**config.mk**
```make
export PLATFORM = sky130hd
export DESIGN_NAME = shift_iter_ctrl
export DESIGN_NICKNAME = d
export VERILOG_FILES = /design/src/rtl/shift_pkg.sv /design/src/rtl/shift_iter_ctrl.sv
export SDC_FILE = /design/constraint.sdc
export NUM_CORES = 1
export LEC_CHECK = 0
export CORE_MARGIN = 2
export CORE_UTILIZATION = 35
export CTS_BUF_LIST = sky130_fd_sc_hd__clkbuf_16
export CTS_CLUSTER_DIAMETER = 50
export DETAILED_ROUTE_END_ITERATION = 12
export PLACE_DENSITY = 0.76
export SYNTH_ARGS = -nofsm -noshare
export SYNTH_HDL_FRONTEND = slang
export SYNTH_SLANG_ARGS = --single-unit
```
**constraint.sdc**
```tcl
create_clock -name clk -period 1.8 [get_ports clk]
set_clock_uncertainty 0.1 [all_clocks]
set_input_delay 0.36 -clock clk [delete_from_list [all_inputs] [get_ports clk]]
set_output_delay 0.36 -clock clk [all_outputs]
set_load 0.03 [all_outputs]
```
**src/rtl/shift_pkg.sv**
```systemverilog
// Shared definitions for the iterative shift sequencer and its 4-bit shifter stage.
package shift_pkg;

  localparam int SHF_WIDTH    = 4;
  localparam int SHF_MAX_STEP = 3;
  localparam int SHF_CNT_W    = 4;

  // Shifter mode select encoding
  localparam logic SHF_MODE_FILL = 1'b0;
  localparam logic SHF_MODE_ROT  = 1'b1;

  typedef enum logic [1:0] {
    IDLE = 2'd0,
    RUN  = 2'd1,
    DONE = 2'd2
  } shift_iter_state_t;

endpackage

```
**src/rtl/shift_iter_ctrl.sv**
```systemverilog
// shift_iter_ctrl: iterative sequencer around a 4-bit right-shift/rotate stage.
// Takes one operand plus a 0-15 shift count, drives the external stage once per
// clock with a step of at most MAX_STEP, folds the result back into the
// accumulator and offers the final word on a valid/ready port.
// Optional build macro SHIFT_ITER_FASTFILL_EN: a fill-mode operand whose count
// reaches WIDTH is resolved at accept time (all fill bits), skipping the stage.
module shift_iter_ctrl
  import shift_pkg::*;
#(
  parameter int WIDTH    = SHF_WIDTH,
  parameter int CNT_W    = SHF_CNT_W,
  parameter int MAX_STEP = SHF_MAX_STEP
) (
  input  logic             clk,
  input  logic             rst,
  input  logic             in_valid,
  output logic             in_ready,
  input  logic [WIDTH-1:0] in_data,
  input  logic [CNT_W-1:0] in_count,
  input  logic             in_rotate,
  input  logic             in_fill,
  output logic [WIDTH-1:0] shf_data_o,
  output logic [1:0]       shf_amt_o,
  output logic             shf_rotate_o,
  output logic             shf_fill_o,
  input  logic [WIDTH-1:0] shf_result_i,
  output logic             out_valid,
  input  logic             out_ready,
  output logic [WIDTH-1:0] out_data,
  output logic             busy
);

  shift_iter_state_t state;
  logic [WIDTH-1:0]  acc;
  logic [CNT_W-1:0]  rem;
  logic              rot_q;
  logic              fill_q;

  logic [1:0]        step;
  logic              last_step;
  logic              fast_fill;
  logic [WIDTH-1:0]  load_data;

  // Step size for this pass and whether it finishes the count
  always_comb begin
    step      = 2'd0;
    last_step = 1'b0;
    if (rem > CNT_W'(MAX_STEP)) begin
      step = 2'(MAX_STEP);
    end else begin
      step      = rem[1:0];
      last_step = 1'b1;
    end
  end

  // Accept-time shortcut: a fill shift by WIDTH or more leaves only fill bits
  always_comb begin
`ifdef SHIFT_ITER_FASTFILL_EN
    fast_fill = (in_rotate == SHF_MODE_FILL) && (in_count >= CNT_W'(WIDTH));
`else
    fast_fill = 1'b0;
`endif
    load_data = fast_fill ? {WIDTH{in_fill}} : in_data;
  end

  assign shf_data_o   = acc;
  assign shf_rotate_o = rot_q;
  assign shf_fill_o   = fill_q;
  assign shf_amt_o    = (state == RUN) ? step : 2'd0;

  // Sequencer FSM with registered handshake and result outputs
  always_ff @(posedge clk) begin
    if (rst) begin
      state     <= IDLE;
      acc       <= '0;
      rem       <= '0;
      rot_q     <= 1'b0;
      fill_q    <= 1'b0;
      in_ready  <= 1'b1;
      out_valid <= 1'b0;
      out_data  <= '0;
      busy      <= 1'b0;
    end else begin
      case (state)
        IDLE: begin
          if (in_valid) begin
            acc      <= load_data;
            rem      <= fast_fill ? '0 : in_count;
            rot_q    <= in_rotate;
            fill_q   <= in_fill;
            in_ready <= 1'b0;
            busy     <= 1'b1;
            if (fast_fill || in_count == '0) begin
              state     <= DONE;
              out_valid <= 1'b1;
              out_data  <= load_data;
            end else begin
              state <= RUN;
            end
          end
        end
        RUN: begin
          acc <= shf_result_i;
          rem <= rem - CNT_W'(step);
          if (last_step) begin
            state     <= DONE;
            out_valid <= 1'b1;
            out_data  <= shf_result_i;
          end
        end
        DONE: begin
          // New operands are only taken once back in IDLE
          if (out_ready) begin
            state     <= IDLE;
            out_valid <= 1'b0;
            out_data  <= '0;
            in_ready  <= 1'b1;
            busy      <= 1'b0;
          end
        end
        default: begin
          state     <= IDLE;
          in_ready  <= 1'b1;
          out_valid <= 1'b0;
          out_data  <= '0;
          busy      <= 1'b0;
        end
      endcase
    end
  end

endmodule

```
==> out/summary.txt <==
largest net degree at the start of global routing: 15
Hold Path End: out_valid
Reg area: 385.4 um2
period utilization: 0.9705
overall die height: 55.75 um
Worst setup SP type: register
syn_area_per_cell: 8.677 um2
asr flop ratio synth: 0
Net Sw Frac: 0.3248
Clock Sinks: 19
Syn Inst Count: 108
Max IR drop VDD: 0.7456 mV
Max Slew Vio Count: 0
DRC Markers: 0
routed len/inst: 14.01 um
Port Buffers: 32
Worst-Skew Late Latency: 0.25 ns
Synth warnings: 0
max cap viols: 0
grt ovf: 0
CP cell instances: clkdlybuf4s50_1
P&R area growth vs syn: 56.48%
first-pass GRT wire length: 4112 um
Routed Antenna Nets: 0
Die Width: 55.75 um
Post-CTS Hold Buffers: 0
met3 wirelength from detailed routing: 135 um
cell with the largest stage delay on the worst path: clkdlybuf4s50_1
Iteration-0 DRC Markers: 16
clock tree buffer depth: 2
multi-input logic area: 538.0 um2
TritonRoute pass-1 iters: 4
initial antenna violation count: 0
synthesized area: 937.1 um2
routed vias/inst: 5.251
WP buf/inv: 1
CP Data Required Time: 1.34 ns
hold_sp: out_valid
Tot GR Track Use: 0.1667
Finished Layout Cells: 179
final setup fails: 0
Clock transition at path regs: 0.06 ns
share of cells above drive strength 1: 0.1946
via count: 940
uppermost routed layer: met4
Rel. slew slack: 0.7675
kind of critical path: reg -> out
CTS tree: done
clock share of power: 0.291
worst slew pin tran: 0.3477 ns
post-layout util: 0.5866
I/O pin cnt: 33
Synth cell types: 27
Reg2Reg Setup Slack: 0.13 ns
root buffer cell: clkbuf_16
htree depth: 1
status: complete, no violations
origin of the critical flop-to-flop path: state[0]
Post-synth EDFFs: 0
CP delay by family, top: buffers and inverters
Critical Path AT: 1.29 ns
Layout Nets: 169
crit path max fanout: 2
Core Region: 2500 um2
Pwr Density: 1069 nW/um2
die area: 3108 um2
M1 WL: 1093 um
Reg2Reg Depth: 5
final RePlAce weighted congestion: 0.7003
HPWL after DPL: 1771 um
main area contributors after synthesis: dfxtp_1 41%, mux2i_1 12%, nor2_1 7.6%, a21oi_1 4.3%, a211oi_1 4.0%
P_int: 1.058 mW
Synth Flop Type: dfxtp_1
RSZ-0062 raised after global routing: true
Flop pwr share: 0.341
Routed WL: 2508 um
hold path depth: 1
Synth top area share: 0.4059
Inst Count DP: 173
reg2reg end: out_data[0]
fill cell count: 231
Worst setup EP type: output pin
TNS Setup: 0 ns
Site Rows: 18
crit path time final: 1.747 ns
CTS buffer count: 3
slowest stage delay, CP: 0.70 ns
Switch Pwr: 509.0 uW
initial core utilization: 0.3749
sequential area share after synthesis: 0.4059
Antenna Cells: 0
top post-synthesis cells by count: 19 x dfxtp_1, 19 x nor2_1, 11 x mux2i_1
WL met2: 1240 um
vias in the first global route: 904
Synth area leader: dfxtp_1
fmax: 572.4 MHz
Lkg Pwr: 0.6282 nW
Fin. Hold Viols: 0
#FFs+latches synth: 19
Post-Syn Nets: 127
Worst Hold Class: reg -> reg
Comb pwr share: 0.368
[logic make-up (layout without fill, tap and decap cells)]
logic type                 Yosys count  after routing  synth area share
adders and majority gates            1              1           0.01335
muxes                               13             13            0.1455
and+or+nand+nor                     41             41            0.2203
buffers and inverters               10             51           0.05206
AOI/OAI and AO/OA                   24             24            0.1629
DFF                                 19             19            0.4059
[power groups by stage]
stage / Combinational [mW] / Clock, mW / Sequential, mW
CTS: 0.566 / 0.463 / 0.530
floorplan: 0.270 / 0 / 0.603
detailed placement: 0.546 / 0 / 0.535
global placement: 0.534 / 0 / 0.533
global route: 0.626 / 0.480 / 0.540
finish: 0.576 / 0.457 / 0.534
[registers in the layout, indices dropped and copies added, names as in the netlist]
| name | flops |
|---|---|
| shf_fill_o | 1 |
| in_ready | 1 |
| state | 2 |
| shf_rotate_o | 1 |
| rem | 4 |
| out_valid | 1 |
| busy | 1 |
| shf_data_o | 4 |
| out_data | 4 |
[stage by stage]
| stage | total power [mW] | area, um2 | hold WS, ns | worst slack, ns |
|---|---|---|---|---|
| floorplan | 0.8726 | 937.1 | 0.3779 | 0.2086 |
| global placement | 1.067 | 1328 | 0.3742 | -0.2966 |
| detailed placement | 1.081 | 1328 | 0.3762 | -0.3671 |
| CTS | 1.560 | 1435 | 0.3900 | 0.02366 |
| global route | 1.647 | 1466 | 0.4196 | -0.003840 |
| finish | 1.567 | 1466 | 0.3963 | 0.05310 |
[what timing repair did]
| item | CTS | global route |
|---|---|---|
| endpoints found under the setup margin | 7 | 5 |
| resized for setup | 7 | 8 |
| endpoints found under the hold margin | 0 | 0 |
| setup buffers | 2 | 0 |
| pin swaps | 3 | 3 |
[how the worst max path moves through the flow]
stage                     start      endpoint  slack (ns)  cells past startpoint
finish              out_data[2]   out_data[2]        0.05                      1
global route          out_ready   out_data[0]      -0.004                      5
CTS                 in_count[2]   out_data[0]        0.02                      5
detailed placement  in_count[3]   out_data[3]       -0.37                      5
global placement    in_count[2]   out_data[0]       -0.30                      5
floorplan              state[0]  shf_amt_o[0]        0.21                      4
[layout by cell type, fill, tap and decap left out, types with 2 or more instances in the layout]
cell / netlist / final
clkbuf_16: 0 / 3
o21ai_0: 7 / 7
a21oi_1: 8 / 7
nor3_1: 7 / 6
mux2i_1: 11 / 11
inv_1: 3 / 3
or4_1: 3 / 3
buf_4: 0 / 12
nand3b_1: 2 / 2
dlymetal6s2s_1: 0 / 2
a211oi_1: 5 / 5
dfxtp_1: 19 / 17
nor2_1: 19 / 19
clkdlybuf4s50_1: 0 / 25
or2_2: 2 / 2
buf_6: 1 / 2
nand2_1: 3 / 3
dlygate4sd2_1: 0 / 3
[per-layer routing]
metal	global-route usage	vias to the layer above
met5	0	-
met2	0.2755	28
li1	-	471
met1	0.2066	437
met4	0.06272	0
met3	0.04419	4
[final cells by class]
class | count | share of cell area
multi-input combinational | 79 | 0.3669
timing repair buffer | 44 | 0.2824
sequential | 19 | 0.2628
clock buffer | 3 | 0.05119
tap | 30 | 0.02560
inverter | 3 | 0.007679
clock inverter | 1 | 0.003413
No activity file was read; power rests on OpenSTA's default activity.
==> variant 1 (config.mk and constraints unchanged) <==
Reset style: asynchronous (`rst`), changed in one clocked block.
--- a/src/rtl/shift_iter_ctrl.sv
+++ b/src/rtl/shift_iter_ctrl.sv
@@ -70,5 +70,5 @@
 
   // Sequencer FSM with registered handshake and result outputs
-  always_ff @(posedge clk) begin
+  always_ff @(posedge clk or posedge rst) begin
     if (rst) begin
       state     <= IDLE;
Function: differs if rst is asserted again (counterexample within 4 cycles, from zero or initial values and one cycle with rst high); with rst held inactive, the same outputs for 10 cycles.
==> variant 1 against the unedited design <==
Register-to-register slack better by 0.05 ns. Final area increased by 0.26%. Via count fell by 8.3%. Synthesized cell count down 14%. Non-clock buffer count is 3 lower. Sequential cell count unchanged. Setup slack got worse by 0.0057 ns. Sequential share of layout area increased by 6.1 points. Synthesized area increased by 7.5%. Wire length is 6.5% lower. Cell count shrank 8.4%. Critical endpoint is now out_data[0].
Power is not compared: it rests on default switching activity, and its combinational part moved more than twofold at a synthesized area within 25%.
==> variant 1: results (changes against the unedited design) <==
Avg Cell Area, Syn: 10.8 sq um (+25%)
Initial DRC count: 19 (+3)
Main combinational cell family by area after synthesis: compound AO/OA/AOI/OAI gates
Vias in the first global route: 845 (-6.5%)
Routed WL per cell: 14.3 um (+2.1%)
Post-synthesis sequential area ratio: 47.3% (+6.7 points)
First-pass GRT wire length: 3930 um (-4.5%)
Top cells by count, synth: dfrtp_1 (18), nand2_1 (14), mux2i_1 (8), a22oi_1 (7), o21ai_0 (7)
Worst Setup SP: out_data[0]$_DFFE_PP0P_
DP Cell Count: 160 (-7.5%)
Run status: finished, final reports clean
Nets@finish: 153 (-9.5%)
Synthesized-area fraction occupied by adder cells: 1.24% (-0.093 points)
Wire length on met2: 1190 um (-4.0%)
PostCTS Resize Cnt: 1 (-6)
Layout cells sized above 1: 19.5% (+0.086 points)
Overall global routing resource usage: 15.5% (-1.2 points)
DP Worst Slack: -0.0222 ns (+0.345 ns)
HP Class: in2async
Final WL: 2350 um (-6.5%)
Yosys cell types: 31 (+15%)
# Post-CTS Setup Buffers: 0 (-2)
Met1 usage: 19.2% (-1.5 points)
Compound-Gate Fraction of Synth Area: 23.1% (+6.8 points)
Gpl congestion: 0.820 (+17%)
Vias per std cell: 5.26 (about the same)
Pin count of the biggest net entering global routing: 20 (+5)
Post-synth ARST share: 100% (+100 points)
Critical R2R Launch: rem[3]$_DFFE_PP0P_
Wire length on met3: 125 um (-7.4%)
Slew @ Worst Pin: 0.344 ns (-0.00364 ns)
Main flop type after synthesis: dfrtp_1
-- variant 1: cell types whose count changed after synthesis, moves of 3 or more --
cell and change:
dfxtp_1 -19, a211oi_1 -5, or4_1 -3, nand2_1 +11, nor3_1 -7, dfrtp_1 +18, a22oi_1 +7, mux2i_1 -3
a21oi_1 -4, nor2_1 -17
-- variant 1: final timing paths --
kind	endpoint	slack [ns]	cells past startpoint
worst max-delay path	out_data[0]	0.05	1
worst min-delay path	busy$_DFFE_PP0P_	0.34	3
worst max register to register	rem[1]$_DFFE_PP0P_	0.18	5
worst min register to register	out_valid$_DFFE_PP0P_	0.38	2
max in group asynchronous	in_ready$_DFFE_PP1P_	1.00	3
min in group clk	out_valid$_DFFE_PP0P_	0.38	2
-- variant 1: final cells by class --
class | count | area, sq um
multi-input combinational | 65 | 479
clock buffer | 3 | 75.1
inverter | 4 | 15.0
sequential | 19 | 477
timing repair buffer | 41 | 382
clock inverter | 1 | 3.75
fill | 238 | 1260
tap | 31 | 38.8
==> variant 2 (same settings) <==
Made on the original files. Add a define of `SHIFT_ITER_FASTFILL_EN`.
--- a/src/rtl/shift_iter_ctrl.sv
+++ b/src/rtl/shift_iter_ctrl.sv
@@ -5,4 +5,6 @@
 // Optional build macro SHIFT_ITER_FASTFILL_EN: a fill-mode operand whose count
 // reaches WIDTH is resolved at accept time (all fill bits), skipping the stage.
+`define SHIFT_ITER_FASTFILL_EN
+
 module shift_iter_ctrl
   import shift_pkg::*;
Behaviour: not the same (a bounded check fails within 4 cycles, from zero or initial values and one cycle with rst high).
==> variant 2 against the unedited design <==
Power is 5.0% higher. Count of clock-buffer cells in the layout did not move. Synthesized area grew 11%. Sequential cell count is the same. Sequential power grew 4.9%. Wire length up 4.4%. Critical path depth did not move. Sequential share of layout area is 1.1 points lower. Via count is 7.4% higher. Setup slack improved by 0.015 ns. Register-to-register slack gained 0.10 ns. Utilization decreased by 4.1 points. Final area is 3.5% higher.
==> variant 2: results (changes against the unedited design) <==
Placed cell areas: 1420 sq um (+6.8%)
Clock tree root driver cell: clkbuf_16
Final WL: 2620 um (+4.4%)
Yosys cell types: 34 (+26%)
Vias in the first global route: 1003 (+11%)
HP Class: reg2reg
Drt first pass iters: 4 (unchanged)
Dpl hpwl: 2010 um (+13%)
Slowest CP cell: clkdlybuf4s50_1
Met1 usage: 20.4% (-0.30 points)
CP max stage delay: 0.68 ns (-0.02 ns)
WP data arrival: 1.27 ns (-0.02 ns)
IO buf count: 32 (unchanged)
PostCTS Resize Cnt: 0 (-7)
Syn Nets: 141 (+11%)
First-pass GRT wire length: 4260 um (+3.7%)
# Post-CTS Setup Buffers: 0 (-2)
Slew @ Worst Pin: 0.483 ns (+0.135 ns)
Pin count of the biggest net entering global routing: 16 (+1)
Post-synth ARST share: 0% (unchanged)
Avg Cell Area, Syn: 8.50 sq um (-2.0%)
Diode count: 0 (unchanged)
M3 GR Usage: 3.30% (-1.1 points)
Kind of cell adding the most delay to the critical path: buffers and inverters
Layout cells sized above 1: 15.0% (-4.5 points)
Met2 Track Usage GR: 26.3% (-1.2 points)
Largest cells by area after synthesis: dfxtp_1 (37%), a21oi_1 (6.8%), mux2i_1 (5.8%), nor2_1 (4.3%), a221o_1 (3.9%)
Initial DRC count: 19 (+3)
Post-synthesis sequential area ratio: 36.7% (-3.9 points)
Max VDD drop: 0.575 mV (-23%)
Vias per std cell: 5.29 (+0.70%)
CP Max Fanout: 3 (+1)
Overall global routing resource usage: 16.0% (-0.71 points)
Synth warnings: 0 (unchanged)
Run status: finished, final reports clean
Switching power: 557 uW (+9.5%)
Nets@finish: 180 (+6.5%)
Leak: 0.614 nW (-2.2%)
DP Cell Count: 187 (+8.1%)
Top cells by count, synth: dfxtp_1 (19), a21oi_1 (14), nor2_1 (12), inv_1 (9), nand2_1 (9)
# fillers: 261 (+13%)
Gpl congestion: 0.790 (+13%)
DP Worst Slack: -0.149 ns (+0.218 ns)
Routed WL per cell: 13.7 um (-2.1%)
[variant 2: cell types whose count changed after synthesis, sizes merged, moves of 3 or more]
cell	before	now
o21bai	0	3
a221o	0	4
nand2	3	9
inv	3	9
a211oi	5	2
a21oi	8	14
o32ai	0	4
mux2i	11	6
nor2	19	13
o21ai	7	1
nand2b	1	6
or4	3	0
[variant 2: layout make-up]
class	instances	area [sq um]	share of cell area, %
clock buffers	3	75.1	4.95
inverters	9	33.8	2.23
repair buffers	40	380	25.1
flip-flops and latches	19	382	25.1
clock inverters	1	3.75	0.247
multi-input cells	88	604	39.8
well taps	31	38.8	2.56
[variant 2: final timing paths]
path / start / end / slack [ns] / cells after the start
hold reg to reg: shf_data_o[2]$_SDFFE_PP0P_ / shf_data_o[2]$_SDFFE_PP0P_ / 0.36 / 2
setup reg to reg: rem[2]$_SDFFE_PP0P_ / rem[2]$_SDFFE_PP0P_ / 0.23 / 6
setup / recovery: in_ready$_SDFFE_PP1P_ / in_ready / 0.07 / 1
hold / removal: shf_data_o[2]$_SDFFE_PP0P_ / shf_data_o[2]$_SDFFE_PP0P_ / 0.36 / 2
[variant 2: power groups by stage]
stage | combinational (mW) | clock, mW | sequential [mW]
2_1_floorplan | 0.323 | 0 | 0.635
6_report | 0.636 | 0.449 | 0.560
4_1_cts | 0.633 | 0.455 | 0.559
5_1_grt | 0.684 | 0.481 | 0.575
3_3_place_gp | 0.612 | 0 | 0.564
3_5_place_dp | 0.629 | 0 | 0.567
[variant 2: cells by family (layout without fill, tap and decap cells)]
group / Yosys count / after routing / synth area share (%)
adders and majority gates: 1 / 1 / 1.21
and+or+nand+nor: 45 / 45 / 22.3
AOI/OAI and AO/OA: 36 / 36 / 27.5
muxes: 6 / 6 / 5.79
DFF: 19 / 19 / 36.7
buffers and inverters: 15 / 53 / 6.51
[variant 2: metal layers]
| layer | wire (um) | vias to the layer above |
|---|---|---|
| met5 | 0 | - |
| met1 | 1170 | 473 |
| met3 | 112 | 4 |
| met4 | 23 | 0 |
| li1 | - | 508 |
| met2 | 1310 | 25 |
